==> src/rtl/data_types_pkg.sv <==
// data_types_pkg: shared UART control word, receiver states and divisor floor.
// Defining UART_RX_MAJORITY_EN raises the divisor floor to 4 so three samples fit before mid-bit+1.
package data_types_pkg;
  typedef struct packed {
    logic       en;
    logic       stop;
    logic       word;
    logic [8:0] br_div;
  } ctrl_reg_t;
  typedef enum logic [1:0] {IDLE, START, DATA, STOP} rx_state_t;
`ifdef UART_RX_MAJORITY_EN
  localparam logic [8:0] MIN_DIV = 9'd4;
`else
  localparam logic [8:0] MIN_DIV = 9'd2;
`endif
  function automatic logic [8:0] eff_div(input logic [8:0] br_div);
    return (br_div < MIN_DIV) ? MIN_DIV : br_div;
  endfunction
endpackage

==> src/rtl/uart_baud_counter.sv <==
// uart_baud_counter: loadable 9-bit down-counter giving a mid-bit tick and a bit-end tick.
module uart_baud_counter (
  input  logic       clk,
  input  logic       rst,
  input  logic       load,
  input  logic [8:0] load_val,
  input  logic [8:0] mid_val,
  output logic       mid_tick,
  output logic       end_tick
);
  logic [8:0] cnt_q, cnt_d;
  always_comb cnt_d = load ? load_val : cnt_q - 9'd1;
  always_ff @(posedge clk) cnt_q <= !rst ? 9'd0 : cnt_d;
  assign mid_tick = (cnt_q == mid_val);
  assign end_tick = (cnt_q == 9'd0);
endmodule

==> src/rtl/uart_rx.sv <==
// uart_rx: UART receiver, 8/9 data bits LSB-first, 1/2 stop bits, one-cycle valid strobe.
// Define UART_RX_MAJORITY_EN for 2-of-3 voting around mid-bit (divisor floor 4).
module uart_rx
  import data_types_pkg::*;
#(
  parameter int SYNC_STAGES = 2
) (
  input  logic        clk,
  input  logic        rst,
  input  logic [11:0] control,
  input  logic        rx_in,
  output logic [8:0]  data,
  output logic        valid,
  output logic        busy,
  output logic        frame_err
);
  ctrl_reg_t ctrl;
  rx_state_t state_q, state_d;
  logic [SYNC_STAGES-1:0] sync_q, sync_d;
  logic [8:0] div_q, div_d, shift_q, shift_d, data_q, data_d, div_in, half, mid_val, load_val;
  logic [3:0] bit_q, bit_d;
  logic word_q, word_d, stop_q, stop_d, err_q, err_d, hold_q, hold_d;
  logic valid_q, valid_d, frame_err_q, frame_err_d;
  logic rx_s, smp, detect, load, mid_tick, end_tick, last_data, last_stop;
  assign ctrl   = ctrl_reg_t'(control);
  assign sync_d = {sync_q[SYNC_STAGES-2:0], rx_in};
  assign rx_s   = sync_q[SYNC_STAGES-1];
  assign div_in = eff_div(ctrl.br_div);
  assign half   = div_q >> 1;
`ifdef UART_RX_MAJORITY_EN
  logic [1:0] hist_q, hist_d;
  // hist holds rx_s from one and two cycles ago, so the vote lands at half+1
  assign hist_d  = {hist_q[0], rx_s};
  assign smp     = (hist_q[1] & hist_q[0]) | (hist_q[1] & rx_s) | (hist_q[0] & rx_s);
  assign mid_val = div_q - 9'd2 - half;
  always_ff @(posedge clk) hist_q <= !rst ? 2'b11 : hist_d;
`else
  assign smp     = rx_s;
  assign mid_val = div_q - 9'd1 - half;
`endif
  // counter sits at div-1 on the first cycle of each bit; the start bit began the cycle before detect
  assign detect    = (state_q == IDLE) && ctrl.en && !rx_s && !hold_q;
  assign load      = detect || ((state_q != IDLE) && end_tick);
  assign load_val  = detect ? div_in - 9'd2 : div_q - 9'd1;
  assign last_data = (bit_q == (word_q ? 4'd8 : 4'd7));
  assign last_stop = !stop_q || bit_q[0];
  uart_baud_counter u_baud (
    .clk      (clk),
    .rst      (rst),
    .load     (load),
    .load_val (load_val),
    .mid_val  (mid_val),
    .mid_tick (mid_tick),
    .end_tick (end_tick)
  );
  always_comb begin
    state_d     = state_q;
    div_d       = div_q;
    word_d      = word_q;
    stop_d      = stop_q;
    shift_d     = shift_q;
    bit_d       = bit_q;
    err_d       = err_q;
    data_d      = data_q;
    frame_err_d = frame_err_q;
    valid_d     = 1'b0;
    hold_d      = hold_q && !rx_s;
    if ((state_q != IDLE) && !ctrl.en) begin
      state_d = IDLE;
    end else begin
      case (state_q)
        IDLE: if (detect) begin
          state_d = START;
          div_d   = div_in;
          word_d  = ctrl.word;
          stop_d  = ctrl.stop;
          bit_d   = 4'd0;
          err_d   = 1'b0;
        end
        START: if (mid_tick) state_d = smp ? IDLE : DATA;
        DATA: if (mid_tick) begin
          shift_d = {smp, shift_q[8:1]};
          bit_d   = last_data ? 4'd0 : bit_q + 4'd1;
          state_d = last_data ? STOP : DATA;
        end
        STOP: if (mid_tick) begin
          err_d = err_q | ~smp;
          bit_d = bit_q + 4'd1;
          if (last_stop) begin
            state_d     = IDLE;
            data_d      = word_q ? shift_q : {1'b0, shift_q[8:1]};
            frame_err_d = err_q | ~smp;
            valid_d     = 1'b1;
            hold_d      = ~smp;
          end
        end
        default: state_d = IDLE;
      endcase
    end
  end
  always_ff @(posedge clk) begin
    if (!rst) begin
      state_q     <= IDLE;
      sync_q      <= '1;
      div_q       <= MIN_DIV;
      word_q      <= 1'b0;
      stop_q      <= 1'b0;
      shift_q     <= 9'd0;
      bit_q       <= 4'd0;
      err_q       <= 1'b0;
      hold_q      <= 1'b0;
      data_q      <= 9'd0;
      frame_err_q <= 1'b0;
      valid_q     <= 1'b0;
    end else begin
      state_q     <= state_d;
      sync_q      <= sync_d;
      div_q       <= div_d;
      word_q      <= word_d;
      stop_q      <= stop_d;
      shift_q     <= shift_d;
      bit_q       <= bit_d;
      err_q       <= err_d;
      hold_q      <= hold_d;
      data_q      <= data_d;
      frame_err_q <= frame_err_d;
      valid_q     <= valid_d;
    end
  end
  assign data      = data_q;
  assign valid     = valid_q;
  assign busy      = (state_q != IDLE);
  assign frame_err = frame_err_q;
endmodule

==> config.mk <==
export PLATFORM = sky130hd
export DESIGN_NAME = uart_rx
export DESIGN_NICKNAME = d
export VERILOG_FILES = /design/src/rtl/data_types_pkg.sv /design/src/rtl/uart_baud_counter.sv /design/src/rtl/uart_rx.sv
export SDC_FILE = /design/constraint.sdc
export NUM_CORES = 1
export LEC_CHECK = 0
export ABC_AREA = 1
export ABC_CLOCK_PERIOD_IN_PS = 3200
export CAP_MARGIN = 0
export CORE_MARGIN = 3
export CORE_UTILIZATION = 50
export CTS_BUF_LIST = sky130_fd_sc_hd__clkbuf_8
export DETAILED_ROUTE_END_ITERATION = 7
export PLACE_DENSITY = 0.7
export REMOVE_ABC_BUFFERS = 1
export SLEW_MARGIN = 30
export SYNTH_ARGS = -nofsm -noshare
export SYNTH_HDL_FRONTEND = slang
export SYNTH_SLANG_ARGS = --single-unit
==> constraint.sdc <==
create_clock -name clk -period 3.2 [get_ports clk]
set_clock_uncertainty 0.1 [all_clocks]
set_input_delay 0.64 -clock clk [delete_from_list [all_inputs] [get_ports clk]]
set_output_delay 0.64 -clock clk [all_outputs]
set_load 0.005 [all_outputs]
# Yosys cells after proc, flatten, opt, wreduce, memory -nomap -nowiden
# Cells that the tools add are included.
# word_totals
regBits	50
input_bits	15
out_inout_bits	12
# op_classes
n_addsub	5
n_lt_le_gt_ge	1
eq_ne	10
n_mux	26
bitwise	6
n_reduce_logical	25
# ops
op	n
$mux 9	4
$mux 4	5
$sub 9x1->9 const B	2
$mux 2	6
$pmux 4 s3	1
$ne 2x2->1 const B	5
$reduce_and 5->1	2
$eq 9x9->1	1
$logic_not 9->1	1
$lt 9x2->1 const B	1
$sub 9x2->9 const B	1
$sub 9x8->9	1
$mux 1	8
$pmux 2 s4	1
$reduce_and 4->1	2
$logic_and 1x1->1	6
$reduce_and 3->1	2
$not 1->1	5
$add 4x1->4 const B	1
$eq 2x2->1 const B	2
$eq 4x4->1	1
$logic_not 1->1	4
$reduce_bool 2->1	2
$reduce_or 4->1	1
other kinds (7)	8

# Depth between registers and ports, before layout
# Gate-level depths: netlist (run 1).
# logic_depth
depth_word	6
depth_mapped	22

# Cells and area by module
# From an unflattened synthesis (run 1), not the netlist that was laid out.
# unflattened
hier_cells	495
area_unflattened_um2	3308.2
# modules_own_cells
module	n_inst	cells_per_inst	area_per_inst_um2
uart_rx	1	391	2640.0
uart_baud_counter	1	104	668.1

# Worst setup path before layout (run 1)
# OpenSTA, ideal clock, no wires.
# synth_path
path_kind	register to register
from	reg div_q[0]
to	reg bit_q[0]
setup_ns	0.133
arrival_ns	2.445
required_time_ns	2.967
path_slack_ns	0.522
path_stages_with_launch	18
n_path_buf	0
path_cell_list	dfxtp_1 inv_1 ha_1 fa_1 xor2_1 nand2_1 nor2_1 nand2_1 nor2_2 nand2_2 nor2_4 nand2_4 nand2_1 nand2_1 nor2_2 inv_1 nand2_1 a21oi_1
# synth_between
elab_chain_cells	5
word_cells_on_any_way	6
# synth_rtl
item	line_no	source
from (decl)	uart_rx.sv:20	logic [8:0] div_q, div_d, shift_q, shift_d, data_q, data_d, div_in, half, mid_val, load_val;
from (signal assigned)	uart_rx.sv:118	div_q <= div_d;
$sub 9x1->9 *	uart_rx.sv:39	assign mid_val = div_q - 9'd1 - half;
$sub 9x8->9 *	uart_rx.sv:39	
$eq 9x9->1 *	uart_baud_counter.sv:14	assign mid_tick = (cnt_q == mid_val);
$ne 2x2->1 (no line)	n/a	
$reduce_and 5->1 (no line) *	n/a	
to (signal assigned)	uart_rx.sv:122	bit_q <= bit_d;
to (decl)	uart_rx.sv:21	logic [3:0] bit_q, bit_d;
# Mark *: on every way between the ends. The rest lies on a longest branch, timed or not.
# A chain may end at the register's enable or synchronous reset.

# Final worst setup path (run 1)
# layout_path
from	reg div_q[0]
to	reg bit_q[1]
# Same word-level chain as after synthesis.

==> results of run 1 <==
## flip-flops by register name (all words and copies together) (netlist names), named ones only
signal        count
bit_q             4
data              9
div_q             9
err_q             1
frame_err         1
hold_q            1
shift_q           9
state_q           1
stop_q            1
sync_q            2
u_baud.cnt_q      9
valid             1
word_q            1
## worst max path at each step
| stage | endpoint | from | slack, ps | depth (start not counted) |
|---|---|---|---|---|
| after floorplan | u_baud.cnt_q[6]$_SDFF_PN0_ | state_q[0]$_SDFFE_PP0P_ | -420 | 10 |
| after global placement | shift_q[3]$_SDFFE_PN0P_ | div_q[0]$_SDFFE_PN0P_ | 170 | 17 |
| after detailed placement | bit_q[0]$_SDFFE_PN0P_ | div_q[0]$_SDFFE_PN0P_ | 100 | 19 |
| after CTS | shift_q[8]$_SDFFE_PN0P_ | div_q[0]$_SDFFE_PN0P_ | 70 | 17 |
| after global routing | bit_q[1]$_SDFFE_PN0P_ | div_q[0]$_SDFFE_PN0P_ | -20 | 19 |
| final | bit_q[1]$_SDFFE_PN0P_ | div_q[0]$_SDFFE_PN0P_ | 250 | 20 |
## Yosys cell counts, types with 7 or more instances
library cell    n  share of area
nand2_1       121           0.14
inv_1          71          0.083
dfxtp_1        50           0.31
a21oi_1        44          0.069
o21ai_0        34          0.053
nor2_1         33          0.039
nand3_1        27          0.042
xor2_1         17          0.046
ha_1           16          0.062
clkbuf_1       11          0.013
o2111ai_1       8          0.022
nor3_1          7          0.011
## through the flow
step / power [W] / hold WS, ps / instances
2_1_floorplan: 0.00131 / 293 / 469
3_3_place_gp: 0.00148 / 295 / 579
3_5_place_dp: 0.00150 / 299 / 579
4_1_cts: 0.00188 / 324 / 587
5_1_grt: 0.00205 / 350 / 589
6_report: 0.00188 / 319 / 589
## worst max-delay path, stage by stage, from the launching register on
cell and delay, ps:
dfxtp_2 350, inv_1 100, ha_2 220, nand2_2 90, xor2_2 160, ha_1 360
nand2_1 120, nor2_1 100, nand2_1 90, nand3_1 80, nand2_1 50, nand2_1 70
nand3_1 110, nor2_4 120, nand2_4 90, nand2_1 60, nand2_1 120, nor2_4 160
inv_1 100, nand2_1 70, a21oi_1 50
## power by group
| part | internal, W | leakage, nW | switching (W) | total, W |
|---|---|---|---|---|
| combinational | 0.000296 | 1.19 | 0.000472 | 0.000768 |
| sequential | 0.000684 | 0.407 | 0.0000547 | 0.000739 |
| clock | 0.000155 | 0.0483 | 0.000224 | 0.000378 |
## cells by family (layout without fill, tap and decap cells)
kind of cell,Yosys count,count (layout),share of synthesized area
flip-flops,50,50,0.312
adder cells (fa/ha/maj),17,17,0.0687
buffers and inverters,88,119,0.110
AO/OA/AOI/OAI,97,97,0.168
AND/OR/NAND/NOR,212,212,0.289
XOR/XNOR,19,19,0.0519
## layout make-up
cell class                      count  share of cell area
Timing Repair Buffer               37              0.0924
Multi-Input combinational cell    345               0.513
Sequential cell                    50               0.270
Clock buffer                        5              0.0185
Clock inverter                      3             0.00506
Tap cell                           75              0.0253
Inverter                           74              0.0755
## what timing repair did
| action | 4_1_cts | 5_1_grt |
|---|---|---|
| setup buffers | 0 | 2 |
| setup endpoints to repair | 0 | 27 |
| resized for setup | 0 | 13 |
## metal layers
metal	global-route usage	wire, µm
met2	0.378	3650
met4	0.0647	94
met3	0.0375	204
met5	0	0
met1	0.262	3510
==> results.py, run 1 <==
metrics = {
    "floorplan": {
        "dieArea_mm2": 0.00741,
        "io_pins": 27,
        "core_area_mm2": 0.00606,
        "die_height_um": 86.1,
        "rows": 28,
        "fp.dieW_um": 86.1,
        "initial_core_util": 0.529,
    },
    "clocking": {
        "clk_latency_ps": 310,
        "cts_num_sinks": 50,
        "cts_root_buffer": "clkbuf_8",
        "hold_buffers": 0,
        "clock_path_buffers": 2,
        "path_clk_slew_ps": 100,
        "cts_buffers": 5,
        "htreeDepth": 2,
        "cts_tree": "yes",
    },
    "sta": {
        "finalHoldViolCount": 0,
        "relSlewSlack": 0.516,
        "timing.final.max_slew_violations": 0,
        "period_needed_ps": 2950,
        "fin_ws_ps": 253,
        "worst_slew_pin_slew_ps": 725,
        "fmax_ghz": 0.339,
        "min_period_over_period": 0.921,
        "setup-tns-final_ps": 0,
        "setup_viol": 0,
    },
    "cells_and_area": {
        "drive_gt1_frac": 0.0973,
        "seqCellArea_mm2": 0.00100,
        "multi_input_area_mm2": 0.00190,
        "nets": 545,
        "final_common_cell": "nand2_1",
        "diodes": 0,
        "finish.utilization": 0.612,
        "stdcell_area_mm2": 0.00371,
        "area_growth_pct": 15.8,
        "final_cell_mix": "120 x nand2_1, 71 x inv_1, 48 x dfxtp_1",
        "nFillCells": 606,
    },
    "route": {
        "wirelength_um": 7460,
        "viasPerCell": 5.12,
        "postRouteAntennaNets": 0,
        "routedWlPerCell_um": 12.7,
        "num_vias": 3016,
        "first_pass_iters": 4,
        "drc_errors": 0,
        "drt_iter0_markers": 113,
    },
    "run_status": {
        "status": "complete, no violations",
    },
    "place": {
        "dpl_cell_area_mm2": 0.00356,
        "gp_congestion": 0.889,
        "io_buffers": 26,
        "hpwl_um": 5560,
        "pre_cts_ws_ps": 102,
    },
    "global_route": {
        "grt_usage": 0.214,
        "antenna_found_initial": 0,
        "overflow": 0,
        "grt_pass1_vias": 2944,
        "grt_pass1_wl_um": 12900,
        "grt_start_max_net_pins": 27,
    },
    "logic_synthesis": {
        "async_flop_share": 0,
        "ys_seq_area_frac": 0.312,
        "syn_area_mm2": 0.00320,
        "synth-seq-cells": 50,
        "synth_cell_types": 36,
        "postSynthAreaPerCell_um2": 6.63,
        "synth_edf_count": 0,
        "ys_warn_count": 0,
        "syn_inst": 483,
        "synth_top_flop_cell": "dfxtp_1",
    },
    "setup_path": {
        "critical_path_arrival_ps": 3010,
        "endpoint_kind": "flip-flop",
        "crit_type": "flip-flop to flip-flop",
        "worstPathRequired_ps": 3270,
        "timing.rr.end": "bit_q[1]$_SDFFE_PN0P_",
        "ff2ff_path_depth": 20,
        "critPathLaunchType": "flip-flop",
        "cp_max_fo": 6,
        "reg2reg_slack_ps": 250,
        "r2r-start": "div_q[0]$_SDFFE_PN0P_",
    },
    "power_and_ir_drop": {
        "max-vdd-ir-drop_mv": 0.321,
        "pwr_density_cell_mw_per_mm2": 508,
        "leakagePower_nw": 1.64,
    },
    "min_path": {
        "hold_path_startpoint": "sync_q[0]$_SDFF_PN1_",
        "worstHoldPathCells": 1,
        "hold_path_class": "flip-flop to flip-flop",
        "hold_end": "sync_q[1]$_SDFF_PN1_",
    },
    "flow_run": {
        "cap_violations": 0,
    },
}
Power figures use the tool's default switching activity.
==> run 2, diff against run 1 <==
--- a/constraint.sdc
+++ b/constraint.sdc
@@ -4,2 +4,2 @@
 set_output_delay 0.64 -clock clk [all_outputs]
-set_load 0.005 [all_outputs]
+set_load 0.1 [all_outputs]
==> run 2 against run 1 <==
  * Clock-buffer cell count increased by 1
  * Die area stayed put
  * Power is 2.9% higher
  * Core utilization up 0.25 points
  * Sequential power barely moved
  * Setup slack got worse by 5.0 ps
  * Final area grew 0.40%
  * Combinational power grew 5.9%
  * Final cell count is 0.34% higher
  * Hold slack better by 2.0 ps
  * Critical path depth shrank 3
  * Critical path type unchanged
  * Largest cell class unchanged
==> results.py, run 2 (synthesis results as in run 1) <==
metrics = {
    "setup_path": {
        "critPathSlowestCell": "fa_1",
        "cpLargestDelayFamily": "simple AND/OR/NAND/NOR gates",
        "cp_max_fo": 12,
        "timing.rr.end": "data[8]$_SDFFE_PN0P_",
        "critPathLaunchType": "flip-flop",
        "critical_path_arrival_ps": 3110,
        "ff2ff_path_depth": 17,
        "path_cells": "inv_1 -> ha_1 -> fa_1 -> xor2_1 -> nand2_1 -> nor2_1 -> nand2_1 -> nor2_2 -> nand2_2 -> nor2_4 -> nand2_4 -> inv_4 -> buf_4 -> nand2_4 -> nor2_2 -> nand3_1 -> nand2_1",
        "max_stage_delay_ps": 530,
        "worstPathRequired_ps": 3350,
        "endpoint_kind": "flip-flop",
        "crit_type": "flip-flop to flip-flop",
        "reg2reg_slack_ps": 250,
        "worst-path-buf-inv": 3,
        "r2r-start": "div_q[0]$_SDFFE_PN0P_",
        "cpMostUsedCell": "nand2_1",
    },
    "global_route": {
        "overflow": 0,
        "antenna_found_initial": 0,
        "grt_usage": 0.207,
        "grt_pass1_vias": 2876,
        "grt_pass1_wl_um": 12500,
        "grt_start_max_net_pins": 27,
    },
    "floorplan": {
        "fp.dieW_um": 86.1,
        "io_pins": 27,
        "core_area_mm2": 0.00606,
        "die_height_um": 86.1,
        "dieArea_mm2": 0.00741,
        "initial_core_util": 0.529,
        "rows": 28,
    },
    "route": {
        "viasPerCell": 5.10,
        "first_pass_iters": 4,
        "num_vias": 3015,
        "postRouteAntennaNets": 0,
        "routedWlPerCell_um": 12.2,
        "drc_errors": 0,
        "drt_iter0_markers": 106,
        "wirelength_um": 7210,
    },
    "cells_and_area": {
        "nets": 547,
        "final_common_cell": "nand2_1",
        "area_growth_pct": 16.3,
        "nFillCells": 601,
        "stdcell_area_mm2": 0.00373,
        "drive_gt1_frac": 0.128,
        "diodes": 0,
        "final_cell_mix": "118 x nand2_1, 71 x inv_1, 49 x dfxtp_1",
        "finish.utilization": 0.615,
        "fin_cells": 591,
    },
    "sta": {
        "worst_slew_pin_slew_ps": 716,
        "period_needed_ps": 2950,
        "fmax_ghz": 0.339,
        "setup_viol": 0,
        "relSlewSlack": 0.522,
        "min_period_over_period": 0.922,
        "timing.final.max_slew_violations": 0,
        "finalHoldViolCount": 0,
        "fin_ws_ps": 248,
        "hold_ws_ps": 321,
    },
    "min_path": {
        "hold_path_startpoint": "sync_q[0]$_SDFF_PN1_",
        "worstHoldPathCells": 1,
        "hold_end": "sync_q[1]$_SDFF_PN1_",
        "hold_path_class": "flip-flop to flip-flop",
    },
    "place": {
        "pre_cts_ws_ps": 121,
        "hpwl_um": 5470,
        "dpl_cell_area_mm2": 0.00353,
        "gp_congestion": 0.876,
        "io_buffers": 26,
        "dp.cells": 579,
    },
    "clocking": {
        "clock_path_buffers": 2,
        "cts_num_sinks": 50,
        "path_clk_slew_ps": 100,
        "cts_buffers": 5,
        "cts_root_buffer": "clkbuf_8",
        "cts_tree": "yes",
        "htreeDepth": 2,
        "clk_latency_ps": 300,
        "hold_buffers": 0,
    },
    "power_and_ir_drop": {
        "max-vdd-ir-drop_mv": 0.267,
        "pwr_density_cell_mw_per_mm2": 521,
        "leakagePower_nw": 1.68,
    },
    "flow_run": {
        "cap_violations": 0,
    },
    "run_status": {
        "status": "complete, no violations",
    },
}
run 2: cell types whose count changed in the layout (fill, tap and decap cells not counted), sizes merged:
cell / before / now
clkdlybuf4s50: 26 / 14
buf: 11 / 25
clkinv: 2 / 0
clkbuf: 5 / 6
inv: 75 / 76
run 2: timing repair:
item / CTS / global route
endpoints found under the setup margin: 0 / 28
gates resized for setup: 0 / 16
setup buffers: 0 / 4
run 2: how the worst max path moves through the flow:
stage	slack [ps]	cells past startpoint	to	startpoint
CTS	100	17	shift_q[3]$_SDFFE_PN0P_	div_q[0]$_SDFFE_PN0P_
floorplan	-880	10	u_baud.cnt_q[6]$_SDFF_PN0_	state_q[0]$_SDFFE_PP0P_
finish	250	17	data[8]$_SDFFE_PN0P_	div_q[0]$_SDFFE_PN0P_
global placement	170	17	shift_q[3]$_SDFFE_PN0P_	div_q[0]$_SDFFE_PN0P_
detailed placement	120	17	shift_q[3]$_SDFFE_PN0P_	div_q[0]$_SDFFE_PN0P_
global route	-7	19	bit_q[2]$_SDFFE_PN0P_	div_q[0]$_SDFFE_PN0P_
run 2: area by class of cell:
| cell class | instances | area, µm² | area share |
|---|---|---|---|
| timing repair buffer | 39 | 328 | 0.0880 |
| multi-input combinational | 345 | 1930 | 0.517 |
| clock inverter | 2 | 12.5 | 0.00336 |
| clock buffer | 6 | 82.6 | 0.0222 |
| tap | 75 | 93.8 | 0.0252 |
| sequential | 50 | 1000 | 0.269 |
| inverter | 74 | 280 | 0.0752 |
run 2: metrics by stage:
step / setup TNS (ps) / power [W]
2_1_floorplan: -12000 / 0.00135
6_report: 0 / 0.00194
3_3_place_gp: 0 / 0.00152
3_5_place_dp: 0 / 0.00153
5_1_grt: -9.66 / 0.00211
4_1_cts: 0 / 0.00192
run 2: power breakdown:
part           total (W)  switching [W]  internal [W]
Clock           0.000389       0.000213      0.000176
Sequential      0.000738      0.0000539      0.000684
Combinational   0.000813       0.000511      0.000302
Total            0.00194       0.000778       0.00116
run 2: metal layers:
metal  global-route usage  share of wire
met1                0.261           0.47
met2                0.364           0.49
met3               0.0307          0.024
met4               0.0604          0.015
met5                    0              0
==> run 3, diff against run 2 <==
- CORE_UTILIZATION: 50 -> 58
- CTS_BUF_LIST: sky130_fd_sc_hd__clkbuf_8 -> unset
- PLACE_DENSITY: 0.7 -> 0.8
- REMOVE_ABC_BUFFERS: 1 -> unset
==> run 3 against run 2 <==
  * Critical path depth increased by 1
  * Final cell count decreased by 2.0%
  * Sequential share of layout area increased by 0.56 points
  * Clock power increased by 1%
  * Fmax decreased by 0.85%
  * Hold slack improved by 2.6 ps
  * First-iteration DRC count increased by 68%
  * Clock-buffer cell count decreased by 1
  * Power about the same
  * Global-route usage increased by 4.2 points
  * Setup slack got worse by 25 ps
  * Critical endpoint is now shift_q[1]$_SDFFE_PN0P_
  * Highest routed layer unchanged
==> results.py, run 3 (synthesis results as in run 1) <==
metrics = {
    "power_and_ir_drop": {
        "p_sw_w": 0.000808,
        "switching_share": 0.417,
        "pwr-share-seq": 0.383,
        "leakagePower_nw": 1.64,
        "power_frac_comb": 0.414,
        "max-vdd-ir-drop_mv": 0.318,
        "p_int_w": 0.00113,
        "p_total_w": 0.00194,
        "pwr_density_cell_mw_per_mm2": 530,
        "power.share.clock": 0.203,
    },
    "cells_and_area": {
        "nFillCells": 453,
        "finish.utilization": 0.698,
        "final_common_cell": "nand2_1",
        "final_cell_mix": "120 x nand2_1, 71 x inv_1, 48 x dfxtp_1",
        "stdcell_area_mm2": 0.00365,
        "area_growth_pct": 14.1,
        "drive_gt1_frac": 0.112,
        "nets": 540,
        "diodes": 0,
    },
    "setup_path": {
        "startpoint": "div_q[0]$_SDFFE_PN0P_",
        "path_cells": "inv_1 -> ha_2 -> nand2_2 -> xor2_2 -> ha_1 -> nand2_1 -> nor2_1 -> nand2_1 -> nand3_1 -> nand2_1 -> nand2_1 -> nand3_1 -> nor2_4 -> nand2_4 -> inv_4 -> nand3_4 -> o21ai_0 -> a21oi_1",
        "r2r-start": "div_q[0]$_SDFFE_PN0P_",
        "endpoint_kind": "flip-flop",
        "reg2reg_slack_ps": 220,
        "cp_max_fo": 18,
        "ff2ff_path_depth": 18,
        "worstPathRequired_ps": 3310,
        "cpMostUsedCell": "nand2_1",
        "critPathLaunchType": "flip-flop",
        "critPathSlowestCell": "ha_1",
        "critical_path_arrival_ps": 3080,
        "max_stage_delay_ps": 370,
        "crit_type": "flip-flop to flip-flop",
        "crit_end": "shift_q[1]$_SDFFE_PN0P_",
        "timing.rr.end": "shift_q[1]$_SDFFE_PN0P_",
    },
    "global_route": {
        "grt_util_met2": 0.459,
        "antenna_found_initial": 0,
        "busiest_layer": "met2",
        "use_met1": 0.290,
        "use_met3": 0.0415,
        "grt_pass1_wl_um": 12800,
        "overflow": 0,
        "grt_usage": 0.249,
        "grt_start_max_net_pins": 27,
        "grt_pass1_vias": 2956,
    },
    "floorplan": {
        "rows": 26,
        "io_pins": 27,
        "initial_core_util": 0.612,
        "dieArea_mm2": 0.00645,
        "die_height_um": 80.3,
        "core_area_mm2": 0.00524,
        "fp.dieW_um": 80.3,
    },
    "sta": {
        "finalHoldViolCount": 0,
        "fmax_ghz": 0.336,
        "setup-tns-final_ps": 0,
        "timing.final.max_slew_violations": 0,
        "min_period_over_period": 0.930,
        "worst_slew_pin_slew_ps": 620,
        "setup_viol": 0,
        "fin_ws_ps": 223,
        "period_needed_ps": 2980,
        "relSlewSlack": 0.586,
    },
    "clocking": {
        "cts_root_buffer": "clkbuf_8",
        "cts_tree": "yes",
        "cts_num_sinks": 50,
        "clk_latency_ps": 310,
        "cts_buffers": 5,
        "htreeDepth": 2,
        "cts_setup_buffers": 0,
        "clock_path_buffers": 2,
        "path_clk_slew_ps": 100,
    },
    "place": {
        "pre_cts_ws_ps": -3.00,
        "hpwl_um": 5610,
        "gp_congestion": 0.812,
        "dpl_cell_area_mm2": 0.00350,
        "io_buffers": 26,
    },
    "route": {
        "drc_errors": 0,
        "routedWlPerCell_um": 12.8,
        "drt_iter0_markers": 178,
        "viasPerCell": 5.25,
        "postRouteAntennaNets": 0,
        "num_vias": 3039,
        "wirelength_um": 7430,
        "first_pass_iters": 4,
    },
    "min_path": {
        "hold_path_class": "flip-flop to flip-flop",
    },
    "flow_run": {
        "cap_violations": 0,
    },
    "logic_synthesis": {
        "syn_nets": 515,
    },
    "run_status": {
        "status": "complete, no violations",
    },
}
[run 3: changes by cell type in the layout (fill, tap and decap cells not counted), sizes merged]
| cell | before | now |
|---|---|---|
| buf | 25 | 18 |
| clkbuf | 6 | 5 |
| clkinv | 0 | 1 |
| clkinvlp | 0 | 1 |
| inv | 76 | 75 |
[run 3: worst max-delay path, delay by kind of cell, from the launching register on]
family	cells	cell delay, ps
AO/OA/AOI/OAI	2	300
flip-flops	1	350
AND/OR/NAND/NOR	11	1120
adder cells (fa/ha/maj)	2	590
buffers and inverters	2	230
XOR/XNOR	1	170
[run 3: per-stage QoR]
stage               hold slack, ps  instances
global placement               295        571
finish                         324        579
CTS                            327        579
floorplan                      293        483
detailed placement             305        571
global route                   340        579
[run 3: area by class of cell]
type | instances | area (µm²) | share of cell area
Clock buffer | 5 | 68.8 | 0.0188
Inverter | 74 | 280 | 0.0767
Sequential cell | 50 | 1000 | 0.275
Tap cell | 70 | 87.6 | 0.0240
Multi-Input combinational cell | 345 | 1910 | 0.524
Timing Repair Buffer | 32 | 275 | 0.0753
Clock inverter | 3 | 25.0 | 0.00685
[run 3: per-layer routing]
metal	vias to the layer above	wire, µm
met3	17	258
met4	0	150
li1	1606	-
met1	1359	3180
met5	-	0
met2	57	3840
[run 3: worst min-delay path by stage]
stage	cells after the start	endpoint	startpoint
6_report	1	sync_q[1]$_SDFF_PN1_	sync_q[0]$_SDFF_PN1_
5_1_grt	1	sync_q[1]$_SDFF_PN1_	sync_q[0]$_SDFF_PN1_
4_1_cts	1	sync_q[1]$_SDFF_PN1_	sync_q[0]$_SDFF_PN1_
3_5_place_dp	1	sync_q[1]$_SDFF_PN1_	sync_q[0]$_SDFF_PN1_
3_3_place_gp	1	sync_q[1]$_SDFF_PN1_	sync_q[0]$_SDFF_PN1_
2_1_floorplan	1	sync_q[1]$_SDFF_PN1_	sync_q[0]$_SDFF_PN1_
[run 3: power by group through the flow]
stage	clock network (W)	logic, W	registers, W
2_1_floorplan	0	0.000623	0.000740
5_1_grt	0.000427	0.000906	0.000755
3_3_place_gp	0	0.000755	0.000754
3_5_place_dp	0	0.000770	0.000757
4_1_cts	0.000400	0.000781	0.000742
6_report	0.000393	0.000803	0.000743
[run 3: what timing repair did]
action | CTS | global route
endpoints found under the setup margin | 3 | 19
hold buffers | 0 | 0
gates resized for setup | 1 | 13
pin swaps | 0 | 1
